## src/rtl/dmem_arbiter_if.sv

```systemverilog
// rtl/dmem_arbiter_if.sv - request/response bundle for one data-memory requester port
interface dmem_arbiter_if #(
    parameter int DATA_W = 16,
    parameter int ADDR_W = 16
);
    logic              valid;
    logic              ready;
    logic              we;
    logic [ADDR_W-1:0] addr;
    logic [DATA_W-1:0] wdata;
    logic              rvalid;
    logic [DATA_W-1:0] rdata;
    logic              err;

    modport master (
        output valid, we, addr, wdata,
        input  ready, rvalid, rdata, err
    );

    modport slave (
        input  valid, we, addr, wdata,
        output ready, rvalid, rdata, err
    );
endinterface

```

## src/rtl/dmem_arbiter.sv

```systemverilog
// rtl/dmem_arbiter.sv - CPU/DMA arbiter and sequencer for the 16-bit data memory
// Optional feature: DMEM_ARB_RR_EN selects round-robin contention instead of CPU priority with MAX_WAIT.
module dmem_arbiter #(
    parameter int DATA_W    = 16,
    parameter int ADDR_W    = 16,
    parameter int MEM_BYTES = 16,
    parameter int MAX_WAIT  = 4
) (
    input  logic              i_clk,
    input  logic              i_rst_n,
    dmem_arbiter_if.slave     io_cpu,
    dmem_arbiter_if.slave     io_dma,
    output logic              o_mem_write_enable,
    output logic              o_mem_read_enable,
    output logic [ADDR_W-1:0] o_mem_address,
    output logic [DATA_W-1:0] o_mem_data_in,
    input  logic [DATA_W-1:0] i_mem_data_out
);
    typedef enum logic {S_IDLE, S_ACCESS} state_t;

    localparam logic [ADDR_W-1:0] LAST_OK = ADDR_W'(MEM_BYTES - 4);

    state_t            r_state;
    logic              r_mem_we;
    logic              r_mem_re;
    logic [ADDR_W-1:0] r_mem_addr;
    logic [DATA_W-1:0] r_mem_wdata;
    logic              r_s1_dma;
    logic              r_s1_oor;
    logic              r_cpu_rvalid, r_dma_rvalid;
    logic [DATA_W-1:0] r_cpu_rdata, r_dma_rdata;
    logic              r_cpu_err, r_dma_err;

    logic              w_cpu_win;
    logic              w_dma_win;
    logic              w_accept;
    logic              w_contend;
    logic              w_sel_we;
    logic [ADDR_W-1:0] w_sel_addr;
    logic [DATA_W-1:0] w_sel_wdata;
    logic              w_sel_oor;

    assign w_contend = io_cpu.valid & io_dma.valid;

`ifdef DMEM_ARB_RR_EN
    // Set when DMA took the most recent contended cycle, so CPU gets the next one.
    logic r_last_dma;

    assign w_dma_win = io_dma.valid & (~io_cpu.valid | ~r_last_dma);

    always_ff @(posedge i_clk or negedge i_rst_n) begin
        if (!i_rst_n) begin
            r_last_dma <= 1'b0;
        end else if (w_contend) begin
            r_last_dma <= w_dma_win;
        end
    end
`else
    localparam int CNT_W = $clog2(MAX_WAIT + 1);

    logic [CNT_W-1:0] r_wait_cnt;

    assign w_dma_win = io_dma.valid & (~io_cpu.valid | (r_wait_cnt == CNT_W'(MAX_WAIT)));

    always_ff @(posedge i_clk or negedge i_rst_n) begin
        if (!i_rst_n) begin
            r_wait_cnt <= '0;
        end else if (w_contend & ~w_dma_win) begin
            if (r_wait_cnt != CNT_W'(MAX_WAIT)) begin
                r_wait_cnt <= r_wait_cnt + 1'b1;
            end
        end else begin
            r_wait_cnt <= '0;
        end
    end
`endif

    assign w_cpu_win   = io_cpu.valid & ~w_dma_win;
    assign w_accept    = w_cpu_win | w_dma_win;
    assign w_sel_we    = w_dma_win ? io_dma.we    : io_cpu.we;
    assign w_sel_addr  = w_dma_win ? io_dma.addr  : io_cpu.addr;
    assign w_sel_wdata = w_dma_win ? io_dma.wdata : io_cpu.wdata;
    assign w_sel_oor   = w_sel_addr > LAST_OK;

    assign io_cpu.ready = w_cpu_win;
    assign io_dma.ready = w_dma_win;

    always_ff @(posedge i_clk or negedge i_rst_n) begin
        if (!i_rst_n) begin
            r_state      <= S_IDLE;
            r_mem_we     <= 1'b0;
            r_mem_re     <= 1'b0;
            r_mem_addr   <= '0;
            r_mem_wdata  <= '0;
            r_s1_dma     <= 1'b0;
            r_s1_oor     <= 1'b0;
            r_cpu_rvalid <= 1'b0;
            r_cpu_rdata  <= '0;
            r_cpu_err    <= 1'b0;
            r_dma_rvalid <= 1'b0;
            r_dma_rdata  <= '0;
            r_dma_err    <= 1'b0;
        end else begin
            r_state  <= w_accept ? S_ACCESS : S_IDLE;
            // Out-of-range slots still occupy the pipeline but never touch memory.
            r_mem_we <= w_accept & w_sel_we & ~w_sel_oor;
            r_mem_re <= w_accept & ~w_sel_we & ~w_sel_oor;
            if (w_accept) begin
                r_mem_addr  <= w_sel_addr;
                r_mem_wdata <= w_sel_wdata;
                r_s1_dma    <= w_dma_win;
                r_s1_oor    <= w_sel_oor;
            end

            r_cpu_rvalid <= (r_state == S_ACCESS) & ~r_s1_dma;
            r_cpu_rdata  <= ((r_state == S_ACCESS) & ~r_s1_dma & r_mem_re) ? i_mem_data_out : '0;
            r_cpu_err    <= (r_state == S_ACCESS) & ~r_s1_dma & r_s1_oor;
            r_dma_rvalid <= (r_state == S_ACCESS) & r_s1_dma;
            r_dma_rdata  <= ((r_state == S_ACCESS) & r_s1_dma & r_mem_re) ? i_mem_data_out : '0;
            r_dma_err    <= (r_state == S_ACCESS) & r_s1_dma & r_s1_oor;
        end
    end

    assign o_mem_write_enable = r_mem_we;
    assign o_mem_read_enable  = r_mem_re;
    assign o_mem_address      = r_mem_addr;
    assign o_mem_data_in      = r_mem_wdata;

    assign io_cpu.rvalid = r_cpu_rvalid;
    assign io_cpu.rdata  = r_cpu_rdata;
    assign io_cpu.err    = r_cpu_err;
    assign io_dma.rvalid = r_dma_rvalid;
    assign io_dma.rdata  = r_dma_rdata;
    assign io_dma.err    = r_dma_err;
endmodule
```

## src/flat_wrapper.sv

```systemverilog
// flat-port wrapper written by rule: the top's interface ports become plain ports
module dmem_arbiter_flat 
#(
    parameter int DATA_W    = 16,
    parameter int ADDR_W    = 16,
    parameter int MEM_BYTES = 16,
    parameter int MAX_WAIT  = 4
)
  (i_clk, i_rst_n, o_mem_write_enable, o_mem_read_enable, o_mem_address, o_mem_data_in, i_mem_data_out, io_cpu_valid, io_cpu_we, io_cpu_addr, io_cpu_wdata, io_cpu_ready, io_cpu_rvalid, io_cpu_rdata, io_cpu_err, io_dma_valid, io_dma_we, io_dma_addr, io_dma_wdata, io_dma_ready, io_dma_rvalid, io_dma_rdata, io_dma_err);
  dmem_arbiter_if #(.DATA_W(DATA_W), .ADDR_W(ADDR_W)) io_cpu_i ();
  dmem_arbiter_if #(.DATA_W(DATA_W), .ADDR_W(ADDR_W)) io_dma_i ();
  input  logic i_clk;
  input  logic i_rst_n;
  output logic o_mem_write_enable;
  output logic o_mem_read_enable;
  output logic [ADDR_W-1:0] o_mem_address;
  output logic [DATA_W-1:0] o_mem_data_in;
  input  logic [DATA_W-1:0] i_mem_data_out;
  input wire logic [$bits(io_cpu_i.valid)-1:0] io_cpu_valid;
  input wire logic [$bits(io_cpu_i.we)-1:0] io_cpu_we;
  input wire logic [$bits(io_cpu_i.addr)-1:0] io_cpu_addr;
  input wire logic [$bits(io_cpu_i.wdata)-1:0] io_cpu_wdata;
  output wire logic [$bits(io_cpu_i.ready)-1:0] io_cpu_ready;
  output wire logic [$bits(io_cpu_i.rvalid)-1:0] io_cpu_rvalid;
  output wire logic [$bits(io_cpu_i.rdata)-1:0] io_cpu_rdata;
  output wire logic [$bits(io_cpu_i.err)-1:0] io_cpu_err;
  input wire logic [$bits(io_dma_i.valid)-1:0] io_dma_valid;
  input wire logic [$bits(io_dma_i.we)-1:0] io_dma_we;
  input wire logic [$bits(io_dma_i.addr)-1:0] io_dma_addr;
  input wire logic [$bits(io_dma_i.wdata)-1:0] io_dma_wdata;
  output wire logic [$bits(io_dma_i.ready)-1:0] io_dma_ready;
  output wire logic [$bits(io_dma_i.rvalid)-1:0] io_dma_rvalid;
  output wire logic [$bits(io_dma_i.rdata)-1:0] io_dma_rdata;
  output wire logic [$bits(io_dma_i.err)-1:0] io_dma_err;
  assign io_cpu_i.valid = io_cpu_valid;
  assign io_cpu_i.we = io_cpu_we;
  assign io_cpu_i.addr = io_cpu_addr;
  assign io_cpu_i.wdata = io_cpu_wdata;
  assign io_cpu_ready = io_cpu_i.ready;
  assign io_cpu_rvalid = io_cpu_i.rvalid;
  assign io_cpu_rdata = io_cpu_i.rdata;
  assign io_cpu_err = io_cpu_i.err;
  assign io_dma_i.valid = io_dma_valid;
  assign io_dma_i.we = io_dma_we;
  assign io_dma_i.addr = io_dma_addr;
  assign io_dma_i.wdata = io_dma_wdata;
  assign io_dma_ready = io_dma_i.ready;
  assign io_dma_rvalid = io_dma_i.rvalid;
  assign io_dma_rdata = io_dma_i.rdata;
  assign io_dma_err = io_dma_i.err;
  dmem_arbiter #(.DATA_W(DATA_W), .ADDR_W(ADDR_W), .MEM_BYTES(MEM_BYTES), .MAX_WAIT(MAX_WAIT)) u_core (.i_clk(i_clk), .i_rst_n(i_rst_n), .io_cpu(io_cpu_i), .io_dma(io_dma_i), .o_mem_write_enable(o_mem_write_enable), .o_mem_read_enable(o_mem_read_enable), .o_mem_address(o_mem_address), .o_mem_data_in(o_mem_data_in), .i_mem_data_out(i_mem_data_out));
endmodule
```

## config.mk

```make
export PLATFORM = sky130hd
export DESIGN_NAME = dmem_arbiter_flat
export DESIGN_NICKNAME = d
export VERILOG_FILES = /design/src/rtl/dmem_arbiter_if.sv /design/src/rtl/dmem_arbiter.sv /design/src/flat_wrapper.sv
export SDC_FILE = /design/constraint.sdc
export NUM_CORES = 1
export LEC_CHECK = 0
export ABC_AREA = 1
export ABC_CLOCK_PERIOD_IN_PS = 1900
export CORE_MARGIN = 3
export CORE_UTILIZATION = 33
export CTS_CLUSTER_SIZE = 14
export DETAILED_ROUTE_END_ITERATION = 10
export PLACE_DENSITY = 0.69
export SETUP_SLACK_MARGIN = 0.5
export SYNTH_ARGS = -nofsm -noshare
export SYNTH_HDL_FRONTEND = slang
export SYNTH_SLANG_ARGS = --single-unit
```

## constraint.sdc

```tcl
create_clock -name i_clk -period 1.9 [get_ports i_clk]
set_clock_uncertainty 0.15 [all_clocks]
set_input_delay 0.475 -clock i_clk [delete_from_list [all_inputs] [get_ports i_clk]]
set_output_delay 0.475 -clock i_clk [all_outputs]
set_load 0.05 [all_outputs]
```

==> metrics.txt, run 1 <==
drt drc 0; post-synthesis instance total about 350; Finished Cell Area ~0.0057 mm²; Setup violations, final 5; CP max FO 3; largest net degree at the start of global routing slightly below 80; Multi-input gate area between 0.001 and 0.0015 mm²; Die H about 100 µm; initial antenna violation count 0; unrepaired setup endpoints after global routing true; Initial Utilization 34.7%; number of enable flip-flop cells after synthesis 0; non-filler cells in the finished layout 659; Pre-antenna DRT Iters 4; post-route ant nets 0; Min-Delay Path Class in -> async; number of global-route vias before repair about 3,000; Worst R2R End u_core.r_s1_oor; Syn Area/Cell approximately 9 µm²; most frequently used flop master after synthesis dfrtp_1; Placed Instance Area between 0.004 and 0.005 mm²; startpoint types flip-flop; CTS tree built; Die X between 100 and 150 µm; DIE AREA 0.0105 mm²; number of hold buffers added after CTS 0; Crit path required time roughly 1.3 ns; CTS H-tree depth 3; status finished, violations left; most numerous cell in the Yosys netlist nand2_1; area of the core 0.00889 mm²; Slew Viols, Final 0; Congestion Overflow GR 0; CP cell instances inv_2 > ha_4 > nand2_4 > a21boi_4 > buf_6 > nor2_4 > buf_8; cts bufs inserted 9; Tmin final between 2 and 2.5 ns; Global Route Usage Sum roughly 17%; CP Data Arrival Time 1.49 ns; Root Buffer clkbuf_8; CP peak stage delay 0.40 ns; Synth top cells by count 91 x nand2_1, 76 x dfrtp_1, 55 x nor2_1, 37 x inv_1, 37 x nand3_1; Starting DRT DRC Count 106; Longest Clk Path Bufs 2; HPWL Detailed roughly 6600 µm; Reg-to-Reg Start u_core.r_wait_cnt[0]; Worst path slowest cell dfrtp_1; slew margin rel. around 74%; Syn Nets roughly 430; Min Hold Slack -0.000536 ns; synthesis-stage register bit count 76; Leak around 0.0028 µW; Worst-Margin Slew slightly below 0.4 ns; Synth top area share slightly above 60%; Worst Setup End Kind output pin; Post-Syn Area 0.00309 mm²; Pwr Density about 740 mW/mm²; register area about 0.0019 mm²; area leader, netlist dfrtp_1; r2r setup slk -0.14 ns; Period Utilization, post-route 111%; Worst R2R Path Depth 14; Synth area leaders dfrtp_1 62%, nand2_1 11%, nor2_1 6.7%; Max Clk Rate approximately 0.47 GHz; Row Count 34; port bufs between 150 and 200; maxcap violations 0; final WL between 9000 and 10,000 µm; post-synth cell types 20; Vias per Instance 4.58; via count just over 3,000; Reg clk slew, reported paths 0.08 ns; Max VDD drop around 350 µV; IO Count between 150 and 200; failing checks hold timing, setup timing; Seq/Total Area, Yosys between 60% and 70%; Skew-Pair Late Insertion Delay between 0.3 and 0.4 ns; Final nets 634; asr flop ratio synth 100%; layout filler cell count approximately 700; Cells after DPL between 600 and 700; number of failing hold endpoints at the final stage 3; clock sinks 76; RePlAce Congestion roughly 0.8; Area Growth Syn to Fin 84.5%; layout cells sized above 1 30.5%; Setup WS post-layout -0.218 ns; synth warn 0; ANT cells 0; first-pass GRT wire length 14,300 µm; Routed WL per cell roughly 14 µm; Crit Path Category reg -> out
[critical path, delay by kind of cell (launching register included)]
kind / cells / cell delay, ns
AOI/OAI and AO/OA: 1 / 0.19
adders and majority gates: 1 / 0.14
buffers and inverters: 3 / 0.34
DFF: 1 / 0.40
and+or+nand+nor: 2 / 0.09
[stage by stage]
stage	TNS, ns	util [%]	power, µW	setup WS [ns]
after CTS	-0.648	60.9	4190	-0.240
after floorplan	-0.0153	-	2270	-0.0153
after global routing	-1.26	64.0	4430	-0.297
after global placement	-6.76	54.3	2730	-0.313
final	-0.708	64.0	4240	-0.218
after detailed placement	-7.75	54.3	2740	-0.380
[cell type report]
class                   instances  share of cell area (%)
clock buffers                   9                    2.18
clock inverters                 7                    1.76
inverters                      38                    2.51
multi-input cells             219                    20.5
flip-flops and latches         76                    33.4
well taps                     108                    2.37
repair buffers                202                    37.3
[where the power goes]
group          switching [µW]  total [µW]  leakage, µW  internal (µW)
clock network             617        1360     0.000102            746
registers                69.1        1770     0.000973           1700
logic                     594        1100      0.00176            511
total                    1280        4240      0.00284           2960
[per-layer routing]
layer	global-route usage [%]	wire (µm)	share of wire, %	up-vias
li1	-	-	-	1476
met1	22.1	3820	40	1388
met2	28.6	4610	49	146
met3	4.74	874	9.2	10
met4	6.66	166	1.8	0
met5	0	0	0	-
[what timing repair did]
item                                    CTS  global route
endpoints found under the setup margin  112           140
setup buffers                            10            13
resized for setup                        78            44
pin swaps                                 3            18
cloned                                    1             2
[registers in the layout, summed over array words and instances (netlist names)]
signal                     cells
u_core.io_cpu.err              1
u_core.io_cpu.rdata           16
u_core.io_cpu.rvalid           1
u_core.io_dma.err              1
u_core.io_dma.rdata           16
u_core.io_dma.rvalid           1
u_core.o_mem_address          16
u_core.o_mem_data_in          16
u_core.o_mem_read_enable       1
u_core.o_mem_write_enable      1
u_core.r_s1_dma                1
u_core.r_s1_oor                1
u_core.r_state                 1
u_core.r_wait_cnt              3
[worst max path at each step]
stage	from	endpoint	slack, ns	depth (start not counted)
global route	u_core.r_wait_cnt[0]	u_core.r_s1_oor	-0.30	14
finish	u_core.r_wait_cnt[0]	io_cpu_ready	-0.22	7
floorplan	u_core.r_wait_cnt[0]	io_cpu_ready	-0.02	7
global placement	io_cpu_valid	io_cpu_ready	-0.31	5
CTS	u_core.r_wait_cnt[1]	io_cpu_ready	-0.24	7
detailed placement	io_cpu_valid	u_core.r_s1_oor	-0.38	10
[cells in the final DEF (no fill, tap or decap), drive strengths merged]
cell	n
buf	118
nand2	94
clkdlybuf4s50	82
dfrtp	76
nor2	56
inv	39
nand3	37
o21ai	11
clkbuf	9
nand3b	8
a31oi	5
clkinvlp	3
nor3	3
bufinv	2
dlygate4sd2	2
ha	2
a21boi	1
or2	1
xnor2	1
clkinv	1
[cell families (layout without fill, tap and decap cells)]
logic type	Yosys count	after routing	synth area share, %
compound gates	17	17	3.41
xor+xnor	1	1	0.284
fa+ha+maj	2	2	0.811
buf+inv	53	256	7.06
flops	76	76	61.6
simple gates	197	199	26.8
Note: power is estimated with default switching activity, not from simulation.
==> inputs of run 2 (changes only) <==
--- a/config.mk
+++ b/config.mk
@@ -12,7 +12,7 @@
 export CTS_CLUSTER_SIZE = 14
 export DETAILED_ROUTE_END_ITERATION = 10
 export PLACE_DENSITY = 0.69
-export SETUP_SLACK_MARGIN = 0.5
+export SETUP_SLACK_MARGIN = 0.4
 export SYNTH_ARGS = -nofsm -noshare
 export SYNTH_HDL_FRONTEND = slang
 export SYNTH_SLANG_ARGS = --single-unit
==> run 2 against run 1 <==
The run ends with setup timing left. Power is 3.5% lower. Design area rose by 4.1%. Die area is the same. Worst setup slack worse by 0.041 ns. Global-route usage grew 0.82 points. Fmax fell by 1.9%. Clock-buffer cell count is 2 higher. Via count is 1.9% higher. Utilization up 2.6 points. First-iteration DRC count shrank 34%. Critical path type unchanged. Largest power group unchanged. Highest routed layer unchanged.
==> metrics.txt, run 2 (synthesis gave the netlist of run 1 again) <==
Congestion Overflow GR 0 (unchanged); post-route ant nets 0 (unchanged); Worst Setup End Kind output pin; Die X 103 µm (unchanged); cts bufs inserted 9 (unchanged); Crit Path Category reg -> out; HPWL Detailed 6630 µm (+0.44%); Routed WL per cell 14.4 µm (about the same); CP cell instances inv_1 > ha_2 > nand2_4 > a21boi_4 > buf_12 > buf_12; layout cells sized above 1 36.2% (+5.7 points); largest net degree at the start of global routing 30 (-61%); CP max FO 3 (unchanged); RePlAce Congestion 0.800 (-0.95%); Worst-Margin Slew 0.404 ns (+0.00729 ns); Period Utilization, post-route 114% (+2.1 points); Tmin final 2.16 ns (+0.0408 ns); Pre-antenna DRT Iters 4 (unchanged); Vias per Instance 4.58 (-0.12%); Min-Delay Path Class reg -> reg; ANT cells 0 (unchanged); Worst Setup SP u_core.r_wait_cnt[1]; Reg-to-Reg Start u_core.r_wait_cnt[1]; drt drc 0 (unchanged); Slew Viols, Final 0 (unchanged); clock sinks 76 (unchanged); Max VDD drop 373 µV (+5.4%); Global Route Usage Sum 18.3% (+0.82 points); Setup violations, final 8 (+3); Final nets 647 (+2.1%); number of cells on the critical path 6 (-1); Min Hold Slack 0.356 ns (+0.357 ns); Setup WS post-layout -0.259 ns (-0.0408 ns); Leak 0.00301 µW (+6.0%); Root Buffer clkbuf_8; number of failing hold endpoints at the final stage 0 (-3); failing checks setup timing; CP delay by family, top flip-flops; area of the core 0.00889 mm² (unchanged); number of global-route vias before repair 3,032 (+2.8%); Row Count 34 (unchanged); DRT met1 WL 4020 µm (+5.3%); Pwr Density 690 mW/mm² (-7.3%); slew margin rel. 73.1% (-0.49 points); maxcap violations 0 (unchanged); highest routed layer met4; Area Growth Syn to Fin 92.0%; Skew-Pair Late Insertion Delay 0.34 ns (about the same); metal2 WL 4800 µm (+4.3%); CP Capture Point io_dma_ready; final WL 9650 µm (+1.9%); Longest Clk Path Bufs 2 (unchanged); Worst R2R Path Depth 14 (unchanged); Starting DRT DRC Count 70 (-34%); Initial Utilization 34.7% (unchanged); Crit path required time 1.27 ns (about the same); CTS tree built; IO Count 158 (unchanged); status finished, violations left; initial antenna violation count 0 (unchanged); unrepaired setup endpoints after global routing true; first-pass GRT wire length 15,000 µm (+5.1%); Worst path slowest cell dfrtp_1; Worst R2R End u_core.r_s1_oor; CP peak stage delay 0.39 ns (about the same); startpoint types flip-flop; most frequent cells in the layout 82 x clkdlybuf4s50_1, 75 x dfrtp_1, 74 x buf_6; CP Data Arrival Time 1.53 ns (+0.04 ns); DR WL met3 696 µm (-20%); CTS H-tree depth 3 (unchanged); Reg clk slew, reported paths 0.08 ns (about the same); port bufs 157 (unchanged); Top cell by count, worst path buf_12; via count 3,076 (+1.9%); Die H 103 µm (unchanged); Max Clk Rate 0.463 GHz (-1.9%); most common cell after layout, fill and taps aside clkdlybuf4s50_1; r2r setup slk -0.14 ns (about the same); Place WS -0.391 ns (-0.0107 ns); CP Buf/Inv Count 3 (unchanged); DIE AREA 0.0105 mm² (unchanged)
-- run 2: cell count changes in the layout (fill, tap and decap cells not counted), moves of 3 or more --
cell	change
nor2_4	-4
o21ai_0	-3
nand2_2	+12
buf_4	+7
o21ai_1	+3
nand3_2	+12
nand2_1	-16
buf_12	+4
nor2_2	+3
nand3_1	-12
-- run 2: how the worst min path moves through the flow --
stage,startpoint,to,depth (start not counted)
CTS,u_core.r_s1_dma,u_core.io_cpu.err,1
global placement,i_rst_n,u_core.io_dma.rdata[6],1
floorplan,i_rst_n,u_core.io_cpu.err,0
global route,u_core.r_s1_dma,u_core.io_cpu.err,1
detailed placement,i_rst_n,u_core.io_dma.rdata[6],1
finish,u_core.r_s1_dma,u_core.io_cpu.err,1
-- run 2: through the flow --
step / TNS, ns / cell area, µm² / std cells / power [µW] / util (%)
after floorplan: -0.0153 / 3150 / 346 / 2270 / -
final: -0.866 / 5920 / 672 / 4090 / 66.6
after global placement: -6.85 / 4870 / 621 / 2730 / 54.8
after CTS: -0.773 / 5740 / 659 / 4060 / 64.6
after global routing: -2.37 / 5920 / 672 / 4280 / 66.6
after detailed placement: -7.30 / 4870 / 621 / 2740 / 54.8
-- run 2: layout make-up --
cell class,count,area (µm²)
Tap cell,108,135
Clock buffer,11,151
Timing Repair Buffer,217,2350
Multi-Input combinational cell,217,1210
Inverter,38,143
Sequential cell,76,1900
Fill cell,692,2970
Clock inverter,5,36.3
-- run 2: what timing repair did --
item                                   4_1_cts  5_1_grt
resized for setup                          128       25
hold buffers                                 1        0
setup endpoints to repair                  109      113
setup buffers                               18       13
endpoints found under the hold margin       27        0
cloned                                       3        0
pin swaps                                   15        9
-- run 2: power by group --
group	internal, µW	switching, µW	leakage (µW)
logic	555	608	0.00195
registers	1700	66.6	0.000973
clock network	546	611	0.0000876
-- run 2: layer usage --
metal,vias to the layer above,global-route usage [%]
met2,118,30.5
met3,11,4.26
met4,0,6.26
met5,-,0
met1,1451,23.4
li1,1496,-
==> inputs of run 3 (changes only) <==
--- a/config.mk
+++ b/config.mk
@@ -7,6 +7,7 @@
 export LEC_CHECK = 0
 export ABC_AREA = 1
 export ABC_CLOCK_PERIOD_IN_PS = 1900
+export CAP_MARGIN = 20
 export CORE_MARGIN = 3
 export CORE_UTILIZATION = 33
 export CTS_CLUSTER_SIZE = 14
==> results of run 3 <==
The final DEF is identical to that of run 2; final timing and power are the same.
